`config.mk`:
```
export PLATFORM = sky130hd
export DESIGN_NAME = ysyx_22050710_sram_arbiter_flat
export DESIGN_NICKNAME = d
export VERILOG_FILES = /design/src/rtl/ysyx_22050710_sram_arbiter_pkg.sv /design/src/rtl/ysyx_22050710_sram_arbiter_if.sv /design/src/rtl/ysyx_22050710_owner_fifo.sv /design/src/rtl/ysyx_22050710_sram_arbiter.sv /design/src/flat_wrapper.sv
export SDC_FILE = /design/constraint.sdc
export NUM_CORES = 1
export LEC_CHECK = 0
export ABC_AREA = 1
export BUFFER_PORTS_ARGS = -buffer_cell sky130_fd_sc_hd__buf_2
export CORE_AREA = 5 5 198 200
export CTS_CLUSTER_SIZE = 12
export DETAILED_ROUTE_END_ITERATION = 10
export DIE_AREA = 0 0 203 205
export SETUP_SLACK_MARGIN = 0.02
export SLEW_MARGIN = 20
export SYNTH_ARGS = -nofsm -noshare
export SYNTH_HDL_FRONTEND = slang
export SYNTH_SLANG_ARGS = --single-unit
```
`constraint.sdc`:
```
create_clock -name i_clk -period 2.8 [get_ports i_clk]
set_clock_uncertainty 0.15 [all_clocks]
set_input_delay 0.28 -clock i_clk [delete_from_list [all_inputs] [get_ports i_clk]]
set_output_delay 0.28 -clock i_clk [all_outputs]
set_load 0.02 [all_outputs]
```
`src/rtl/ysyx_22050710_sram_arbiter_pkg.sv`:
```
// Shared definitions for the inst/data SRAM arbiter.
//   - bus widths and the packed command layout {op, size, addr, wstrb, wdata}
//   - requester identity (owner) used by grant logic and the owner FIFO
//   - lock state encoding for the address-phase lock
package ysyx_22050710_sram_arbiter_pkg;

  localparam int SRAM_ADDR_WD    = 32;
  localparam int SRAM_WMASK_WD   = 8;
  localparam int SRAM_DATA_WD    = 64;
  localparam int ARB_OUTSTANDING = 2;

  localparam int CMD_WD = 1 + 2 + SRAM_ADDR_WD + SRAM_WMASK_WD + SRAM_DATA_WD;

  // Field positions inside the packed command, LSB first.
  localparam int CMD_WDATA_LSB = 0;
  localparam int CMD_WSTRB_LSB = CMD_WDATA_LSB + SRAM_DATA_WD;
  localparam int CMD_ADDR_LSB  = CMD_WSTRB_LSB + SRAM_WMASK_WD;
  localparam int CMD_SIZE_LSB  = CMD_ADDR_LSB + SRAM_ADDR_WD;
  localparam int CMD_OP_BIT    = CMD_SIZE_LSB + 2;

  typedef enum logic {
    OWN_INST = 1'b0,
    OWN_DATA = 1'b1
  } owner_e;

  typedef enum logic [1:0] {
    LK_IDLE = 2'd0,
    LK_INST = 2'd1,
    LK_DATA = 2'd2
  } lock_state_e;

endpackage

```
`src/rtl/ysyx_22050710_sram_arbiter_if.sv`:
```
// SRAM-like request/response bus used on both sides of the arbiter.
//   req / cmd        : requester -> responder, address phase
//   addr_ok          : responder -> requester, address phase accepted
//   data_ok / rdata  : responder -> requester, in-order response beat
// master = side issuing requests, slave = side answering them.
interface ysyx_22050710_sram_arbiter_if
  import ysyx_22050710_sram_arbiter_pkg::*;
#(
  parameter int BUS_CMD_WD  = CMD_WD,
  parameter int BUS_DATA_WD = SRAM_DATA_WD
);

  logic                   req;
  logic [BUS_CMD_WD-1:0]  cmd;
  logic                   addr_ok;
  logic                   data_ok;
  logic [BUS_DATA_WD-1:0] rdata;

  modport master (
    output req,
    output cmd,
    input  addr_ok,
    input  data_ok,
    input  rdata
  );

  modport slave (
    input  req,
    input  cmd,
    output addr_ok,
    output data_ok,
    output rdata
  );

endinterface

```
`src/rtl/ysyx_22050710_owner_fifo.sv`:
```
// In-order record of who owns each accepted-but-unanswered request.
// Ports:
//   i_clk, i_rst   clock, synchronous active-low reset
//   push, push_own enqueue the owner of an accepted address phase
//   pop            dequeue on a response beat
//   full, empty    occupancy flags
//   head           owner of the oldest outstanding request
// DEPTH must be a power of two so the pointers wrap without extra logic.
module ysyx_22050710_owner_fifo
  import ysyx_22050710_sram_arbiter_pkg::*;
#(
  parameter int DEPTH = ARB_OUTSTANDING
) (
  input  logic   i_clk,
  input  logic   i_rst,
  input  logic   push,
  input  owner_e push_own,
  input  logic   pop,
  output logic   full,
  output logic   empty,
  output owner_e head
);

  localparam int PTR_WD = $clog2(DEPTH);
  localparam logic [PTR_WD:0] CNT_FULL = DEPTH[PTR_WD:0];

  logic [DEPTH-1:0]  mem;
  logic [PTR_WD-1:0] wr_ptr;
  logic [PTR_WD-1:0] rd_ptr;
  logic [PTR_WD:0]   count;

  always_ff @(posedge i_clk) begin
    if (!i_rst) begin
      wr_ptr <= '0;
      rd_ptr <= '0;
      count  <= '0;
    end else begin
      if (push) begin
        mem[wr_ptr] <= push_own;
        wr_ptr      <= wr_ptr + 1'b1;
      end
      if (pop) begin
        rd_ptr <= rd_ptr + 1'b1;
      end
      case ({push, pop})
        2'b10:   count <= count + 1'b1;
        2'b01:   count <= count - 1'b1;
        default: count <= count;
      endcase
    end
  end

  assign full  = (count == CNT_FULL);
  assign empty = (count == '0);
  assign head  = owner_e'(mem[rd_ptr]);

endmodule

```
`src/rtl/ysyx_22050710_sram_arbiter.sv`:
```
// Shares one downstream SRAM port between the fetch (inst) and load/store
// (data) requesters. Data has fixed priority; a granted request stays
// locked onto the downstream port until it is accepted, and an owner FIFO
// steers each in-order response beat back to whoever issued it.
// Ports:
//   i_clk, i_rst   clock, synchronous active-low reset
//   inst           inst requester bus (slave side)
//   data           data requester bus (slave side)
//   sram           downstream bus (master side)
//   o_resp_err     pulse: response beat arrived with nothing outstanding
//
// Lock FSM
//   state   | meaning
//   LK_IDLE | no handshake in flight, grant follows priority
//   LK_INST | inst request presented but not yet accepted, held on port
//   LK_DATA | data request presented but not yet accepted, held on port
module ysyx_22050710_sram_arbiter
  import ysyx_22050710_sram_arbiter_pkg::*;
#(
  parameter int OUTSTANDING = ARB_OUTSTANDING
) (
  input  logic                          i_clk,
  input  logic                          i_rst,
  ysyx_22050710_sram_arbiter_if.slave   inst,
  ysyx_22050710_sram_arbiter_if.slave   data,
  ysyx_22050710_sram_arbiter_if.master  sram,
  output logic                          o_resp_err
);

  lock_state_e lock_q;
  lock_state_e lock_d;

  logic   gnt_vld;
  owner_e gnt_own;
  logic   gnt_req;
  logic   accept;
  logic   pop;
  logic   full;
  logic   empty;
  owner_e head;

  always_ff @(posedge i_clk) begin
    if (!i_rst) begin
      lock_q <= LK_IDLE;
    end else begin
      lock_q <= lock_d;
    end
  end

  always_comb begin
    gnt_vld = 1'b0;
    gnt_own = OWN_INST;
    lock_d  = lock_q;

    case (lock_q)
      LK_INST: begin
        gnt_vld = 1'b1;
        gnt_own = OWN_INST;
      end
      LK_DATA: begin
        gnt_vld = 1'b1;
        gnt_own = OWN_DATA;
      end
      default: begin
        if (data.req) begin
          gnt_vld = 1'b1;
          gnt_own = OWN_DATA;
        end else if (inst.req) begin
          gnt_vld = 1'b1;
          gnt_own = OWN_INST;
        end
      end
    endcase

    gnt_req = gnt_vld && ((gnt_own == OWN_DATA) ? data.req : inst.req);

    // Full blocks the grant even if a pop happens this cycle; the freed
    // slot only becomes visible next cycle.
    sram.req = gnt_req && !full;
    sram.cmd = '0;
    if (gnt_vld) begin
      sram.cmd = (gnt_own == OWN_DATA) ? data.cmd : inst.cmd;
    end

    accept       = sram.req && sram.addr_ok;
    inst.addr_ok = accept && (gnt_own == OWN_INST);
    data.addr_ok = accept && (gnt_own == OWN_DATA);

    if (sram.req) begin
      if (sram.addr_ok) begin
        lock_d = LK_IDLE;
      end else begin
        lock_d = (gnt_own == OWN_DATA) ? LK_DATA : LK_INST;
      end
    end else if (lock_q != LK_IDLE && !gnt_req) begin
      // Locked requester withdrew its request; release rather than hang.
      lock_d = LK_IDLE;
    end
  end

  assign pop          = sram.data_ok && !empty;
  assign inst.data_ok = pop && (head == OWN_INST);
  assign data.data_ok = pop && (head == OWN_DATA);
  assign inst.rdata   = sram.rdata;
  assign data.rdata   = sram.rdata;
  assign o_resp_err   = sram.data_ok && empty;

  ysyx_22050710_owner_fifo #(
    .DEPTH(OUTSTANDING)
  ) u_owner_fifo (
    .i_clk   (i_clk),
    .i_rst   (i_rst),
    .push    (accept),
    .push_own(gnt_own),
    .pop     (pop),
    .full    (full),
    .empty   (empty),
    .head    (head)
  );

endmodule

```
`src/flat_wrapper.sv`:
```
// flat-port wrapper written by rule: the top's interface ports become plain ports
module ysyx_22050710_sram_arbiter_flat import ysyx_22050710_sram_arbiter_pkg::*;
#(
  parameter int OUTSTANDING = ARB_OUTSTANDING
)
  (i_clk, i_rst, o_resp_err, inst_req, inst_cmd, inst_addr_ok, inst_data_ok, inst_rdata, data_req, data_cmd, data_addr_ok, data_data_ok, data_rdata, sram_req, sram_cmd, sram_addr_ok, sram_data_ok, sram_rdata);
  ysyx_22050710_sram_arbiter_if inst_i ();
  ysyx_22050710_sram_arbiter_if data_i ();
  ysyx_22050710_sram_arbiter_if sram_i ();
  input  logic i_clk;
  input  logic i_rst;
  output logic o_resp_err;
  input wire logic [$bits(inst_i.req)-1:0] inst_req;
  input wire logic [$bits(inst_i.cmd)-1:0] inst_cmd;
  output wire logic [$bits(inst_i.addr_ok)-1:0] inst_addr_ok;
  output wire logic [$bits(inst_i.data_ok)-1:0] inst_data_ok;
  output wire logic [$bits(inst_i.rdata)-1:0] inst_rdata;
  input wire logic [$bits(data_i.req)-1:0] data_req;
  input wire logic [$bits(data_i.cmd)-1:0] data_cmd;
  output wire logic [$bits(data_i.addr_ok)-1:0] data_addr_ok;
  output wire logic [$bits(data_i.data_ok)-1:0] data_data_ok;
  output wire logic [$bits(data_i.rdata)-1:0] data_rdata;
  output wire logic [$bits(sram_i.req)-1:0] sram_req;
  output wire logic [$bits(sram_i.cmd)-1:0] sram_cmd;
  input wire logic [$bits(sram_i.addr_ok)-1:0] sram_addr_ok;
  input wire logic [$bits(sram_i.data_ok)-1:0] sram_data_ok;
  input wire logic [$bits(sram_i.rdata)-1:0] sram_rdata;
  assign inst_i.req = inst_req;
  assign inst_i.cmd = inst_cmd;
  assign inst_addr_ok = inst_i.addr_ok;
  assign inst_data_ok = inst_i.data_ok;
  assign inst_rdata = inst_i.rdata;
  assign data_i.req = data_req;
  assign data_i.cmd = data_cmd;
  assign data_addr_ok = data_i.addr_ok;
  assign data_data_ok = data_i.data_ok;
  assign data_rdata = data_i.rdata;
  assign sram_req = sram_i.req;
  assign sram_cmd = sram_i.cmd;
  assign sram_i.addr_ok = sram_addr_ok;
  assign sram_i.data_ok = sram_data_ok;
  assign sram_i.rdata = sram_rdata;
  ysyx_22050710_sram_arbiter #(.OUTSTANDING(OUTSTANDING)) u_core (.i_clk(i_clk), .i_rst(i_rst), .inst(inst_i), .data(data_i), .sram(sram_i), .o_resp_err(o_resp_err));
endmodule
```
Word-level counts from Yosys, hierarchy flattened
Cells that the tools add are included. Widths: inputs -> output; s select.

Bits in registers: 8. Input bits: 284. Logic and storage cells: 57.

Add/subtract/negate cells: 4. Magnitude comparators: 3. Eq/ne operators: 5. Muxes and demuxes: 18. Bitwise operators: 2. Reduce and logical (&&, ||, !) cells: 20.

Operator list (number): $mux 107 (2); $logic_and 1x1->1 (11); $mux 1 (8); $mux 2 (4); $eq 2x2->1 const B (3); $reduce_bool 2->1 (3); $eq 2x1->1 const B (2); $lt 1x2->1 const B (2); $pmux 2 s2 (1); $logic_not 1->1 (3); $add 1x1->1 const B (2); $add 2x1->2 const B (1); $bwmux 2 (1); $logic_not 2->1 (1); $not 1->1 (2); $pmux 1 s2 (1); $reduce_and 2->1 (1); $reduce_or 2->1 (1); $sub 2x1->2 const B (1); $demux 1 s1 (1); $ge 1x1->1 const B (1).

Logic depth before layout (Yosys ltp)
Depth after elaboration: 8. Depth in mapped cells: 12.

Cells and area by module
Synthesis repeated with hierarchy kept, for this count alone.

Cell total of the unflattened synthesis: 559. Area total of the unflattened synthesis: 2985.4 um^2.

Modules (own cells, without submodules): ysyx_22050710_sram_arbiter (times used 1, cells each 524, area an instance 2707.6 um^2, sequential area each 40.0 um^2); ysyx_22050710_owner_fifo (times used 1, cells each 35, area an instance 277.8 um^2, sequential area each 140.1 um^2).

Worst setup path before layout
Ideal clock, no wire load.

Kind: flip-flop to output port. Start: register u_core.lock_q[0]. End: output sram_cmd[87]. Arrival: 1.629 ns. Slack: 0.741 ns. Cell stages (with the launch flop): 11. Path through: dfxtp_1 > inv_1 > ha_1 > inv_1 > nand2_2 > nand2_2 > buf_4 > buf_6 > buf_6 > nand2_1 > a21oi_1.

Word-level cells in the longest chain between the ends: 4.

RTL lines: from (decl) (line ysyx_22050710_sram_arbiter.sv:30) `lock_state_e lock_q;`; from (signal assigned) (line ysyx_22050710_sram_arbiter.sv:46) `lock_q <= lock_d;`; $eq 2x2->1 or $eq 2x1->1 (tied branches) (line ysyx_22050710_sram_arbiter.sv:55) `case (lock_q)`; $pmux 1 s2 or $reduce_or 2->1 (tied branches); $mux 107 or $mux 1 (tied branches) (line ysyx_22050710_sram_arbiter.sv:82, ysyx_22050710_sram_arbiter.sv:55); $mux 107 (*) (line ysyx_22050710_sram_arbiter.sv:81) `if (gnt_vld) begin`; to (decl) (line flat_wrapper.sv:24) `output wire logic [$bits(sram_i.cmd)-1:0] sram_cmd;`.

Every way passes the cells marked *; elsewhere a longest branch is shown, timed or not.

Worst setup path in the final report
Start: register u_core.lock_q[1]. End: output data_addr_ok.

Word-level cells in the longest chain between the ends: 7.

RTL lines: $eq 2x2->1 or $eq 2x1->1 (tied branches) (line ysyx_22050710_sram_arbiter.sv:55); $pmux 1 s2 or $reduce_or 2->1 (tied branches); $mux 1 (on tied branches) (line ysyx_22050710_sram_arbiter.sv:75, ysyx_22050710_sram_arbiter.sv:55); $logic_and 1x1->1 (line ysyx_22050710_sram_arbiter.sv:75) `gnt_req = gnt_vld && ((gnt_own == OWN_DATA) ? data.req : inst.req);`; $logic_and 1x1->1 (line ysyx_22050710_sram_arbiter.sv:79) `sram.req = gnt_req && !full;`; $logic_and 1x1->1 (line ysyx_22050710_sram_arbiter.sv:85) `accept = sram.req && sram.addr_ok;`; $logic_and 1x1->1 (*) (line ysyx_22050710_sram_arbiter.sv:87) `data.addr_ok = accept && (gnt_own == OWN_DATA);`; to (decl) (line flat_wrapper.sv:20) `output wire logic [$bits(data_i.addr_ok)-1:0] data_addr_ok;`.

Marked as above.

==> results by group <==
Cells and area
  – Layout Utilization: 11.7%
  – Fill cells: 4352
  – # nets final: 1021
  – Non-Filler Instances: 1210
  – Share of layout cells above drive strength 1: 48.2%
  – Reg area: 180 µm²
  – Area grow syn2layout: 45.4%
  – Post-route cell area: 0.00436 mm²
  – Multi-input gate area: 0.00161 mm²

Placement
  – DP Wirelength: 14800 µm
  – Placer congestion estimate: 0.816
  – Port buffer count: 332
  – Cells after DPL: 1201
  – Setup WS pre-CTS: 0.0525 ns
  – Area of placed instances: 0.00416 mm²

Timing
  – Setup ws final: 0.216 ns
  – Min Tclk post-route: 2.58 ns
  – Worst Max-Slew Pin Slew: 0.555 ns
  – Final hold violations: 0
  – Slew headroom: 63.0%
  – RSZ-0062 raised after global routing: no
  – Final number of setup-violating endpoints: 0
  – Final worst path period share: 92.3%
  – Hold WS: 0.152 ns
  – Fin. max-slew vios: 0
  – Fmax: 387 MHz
  – Post-route setup TNS: 0 ns

Clock tree
  – CTS buffer count: 3
  – Count of hold buffers inserted by post-cts repair: 0
  – CTS root buffer: clkbuf_16
  – CTS clk-pin slew, worst paths: 0.04 ns
  – Htree depth: 1
  – TritonCTS Sinks: 8
  – TritonCTS clock tree: done
  – CTS Buffer Depth: 2
  – Worst skew pair latency: 0.23 ns

Global routing
  – Grt ovf: 0
  – Largest net degree at the start of global routing: 111
  – Grt met1 use: 6.45%
  – Global-route wire length before repair: 23300 µm
  – GRT Total Usage: 7.34%
  – Initial antenna violation count: 4
  – Vias in the first global route: 3953
  – GR met2 Demand/Resource: 14.3%
  – M3 GR Usage: 3.21%
  – Top Usage Layer GRT: met2

Power and ir drop
  – Pwr dens: 755 mW/mm²
  – VDD IR max: 0.229 mV
  – Total Power: 3.29 mW
  – Lkg Pwr: 2.35 nW

Flow run
  – Max_cap viols: 0

Logic synthesis
  – Post-Synth XOR/XNOR Area: 0.292%
  – Post-synth EDFFs: 2
  – Post-synthesis compound-gate area fraction: 19.7%
  – Yosys warnings: 0
  – Cell area after synthesis: 0.00300 mm²
  – Top-area cell type share of the netlist area: 35.3%
  – Synth area leader: buf_4
  – Area contributors post-synth: buf_4 (35%), nand2_1 (29%), a21oi_1 (19%)
  – Syn nets: 840
  – Prevailing post-synth register cell: dfxtp_1
  – Most common cell in the netlist: nand2_1
  – Post-synth cell types: 23
  – Synth Area in Simple Gates: 32.2%
  – Asr flop ratio synth: 0%
  – Sequential cell area fraction in the yosys report: 6.02%
  – Synth Register Bits: 8
  – Post-Syn Instances: 554
  – Synth Area in Adders: 0.835%
  – Synthesized area per cell: 5.41 µm²
  – Post-synthesis mux area share: 0%
  – Most frequent cells after synthesis: nand2_1 (229), buf_4 (141), a21oi_1 (113)
  – Combinational family with the most area after synthesis: buffers and inverters

Drt
  – DR vias/cell: 3.43
  – Vias: 4150
  – Initial drt markers: 235
  – Antenna-violating nets left: 0
  – Routed Wire Length: 18400 µm
  – DR WL/cell: 15.2 µm
  – DRC viols: 0
  – TritonRoute pass-1 iters: 4

Setup path
  – Worst Path Max Fanout: 28
  – Crit end category: output pin
  – Critical Path RT: 2.37 ns
  – Critical path launch point type: flop
  – Setup Crit Path Kind: reg -> out
  – Worst R2R Setup Slack: 0.55 ns
  – Worst EP arrival: 2.15 ns

Floorplanning
  – Core Box Area: 0.0372 mm²
  – Die Wd: 203 µm
  – Die area: 0.0416 mm²
  – Core Rows: 71
  – Ports: 525
  – Initial Util: 8.05%
  – Die H: 205 µm

Worst hold path
  – Hold Path Class: in -> reg

Outcome
  – Status: finished clean
-- power by group --
group	switching (mW)	total [mW]	internal, mW
logic	1.93	2.86	0.936
registers	0.0240	0.174	0.150
clock network	0.0608	0.251	0.190
total	2.01	3.29	1.28
-- layout by cell type (no fill, tap or decap) --
cell,instances
o21ai_0,3
nor2_4,1
nand2_2,3
buf_16,2
dfxtp_1,6
buf_12,1
or2_2,1
nand3_2,1
clkbuf_16,5
o21ai_2,1
nor3b_1,1
ha_1,2
xnor2_1,1
nand3_1,3
inv_1,13
edfxtp_1,2
clkinv_16,1
nand4_1,1
a21oi_2,1
buf_4,1
diode_2,2
buf_2,332
clkbuf_1,1
nor2_2,1
inv_2,1
buf_6,1
nand2_1,229
nand2_8,1
nor3_1,1
nor2_1,5
a21oi_1,112
-- worst max-delay path, cell delays in order (launching register included) --
cell and delay, ns:
dfxtp_1 0.35, inv_1 0.05, ha_1 0.28, inv_1 0.08
nand2_2 0.11, nand2_8 0.17, buf_16 0.21, nand2_1 0.09
nand2_2 0.10, nand3_2 0.15, nor2_2 0.15, buf_2 0.18
-- sequential cells by signal, indices dropped and copies added, names as in the netlist --
register and flops:
u_core.u_owner_fifo.count 2, u_core.lock_q 2, u_core.u_owner_fifo.wr_ptr 1, u_core.u_owner_fifo.mem 2, u_core.u_owner_fifo.rd_ptr 1
-- cell type report --
cell class | count | share of cell area (%)
Tap cell | 474 | 13.6
Antenna cell | 2 | 0.115
Sequential cell | 8 | 4.14
Inverter | 15 | 1.90
Clock buffer | 4 | 1.81
Multi-Input combinational cell | 368 | 37.0
Timing Repair Buffer | 339 | 41.4
-- worst paths after layout --
check	start	to	depth (start not counted)
setup / recovery	u_core.lock_q[1]	data_addr_ok	11
hold / removal	i_rst	u_core.u_owner_fifo.rd_ptr	3
setup reg to reg	u_core.lock_q[1]	u_core.u_owner_fifo.mem[1]	10
hold reg to reg	u_core.lock_q[0]	u_core.lock_q[0]	2
-- cell families (layout without fill, tap and decap cells) --
logic type	after synthesis	count (layout)
buf+inv	178	358
other cells	0	2
xor+xnor	1	1
flops	8	8
fa+ha+maj	2	2
compound gates	117	117
simple gates	248	248
-- timing repair --
action                     in CTS  in global routing
cloned                          0                  2
buffers inserted                0                  1
gates resized for setup         2                  9
setup endpoints to repair      23                 29
pin swaps                       0                  1
-- routing by layer --
layer  share of wire (%)  wire length, µm  vias to the layer above
met3                  12             2200                       43
met5                   0                0                        -
met4                 5.0              916                        0
met2                  51             9480                      360
li1                    -                -                     1975
met1                  32             5810                     1772
No activity file was read; power rests on OpenSTA's default activity.
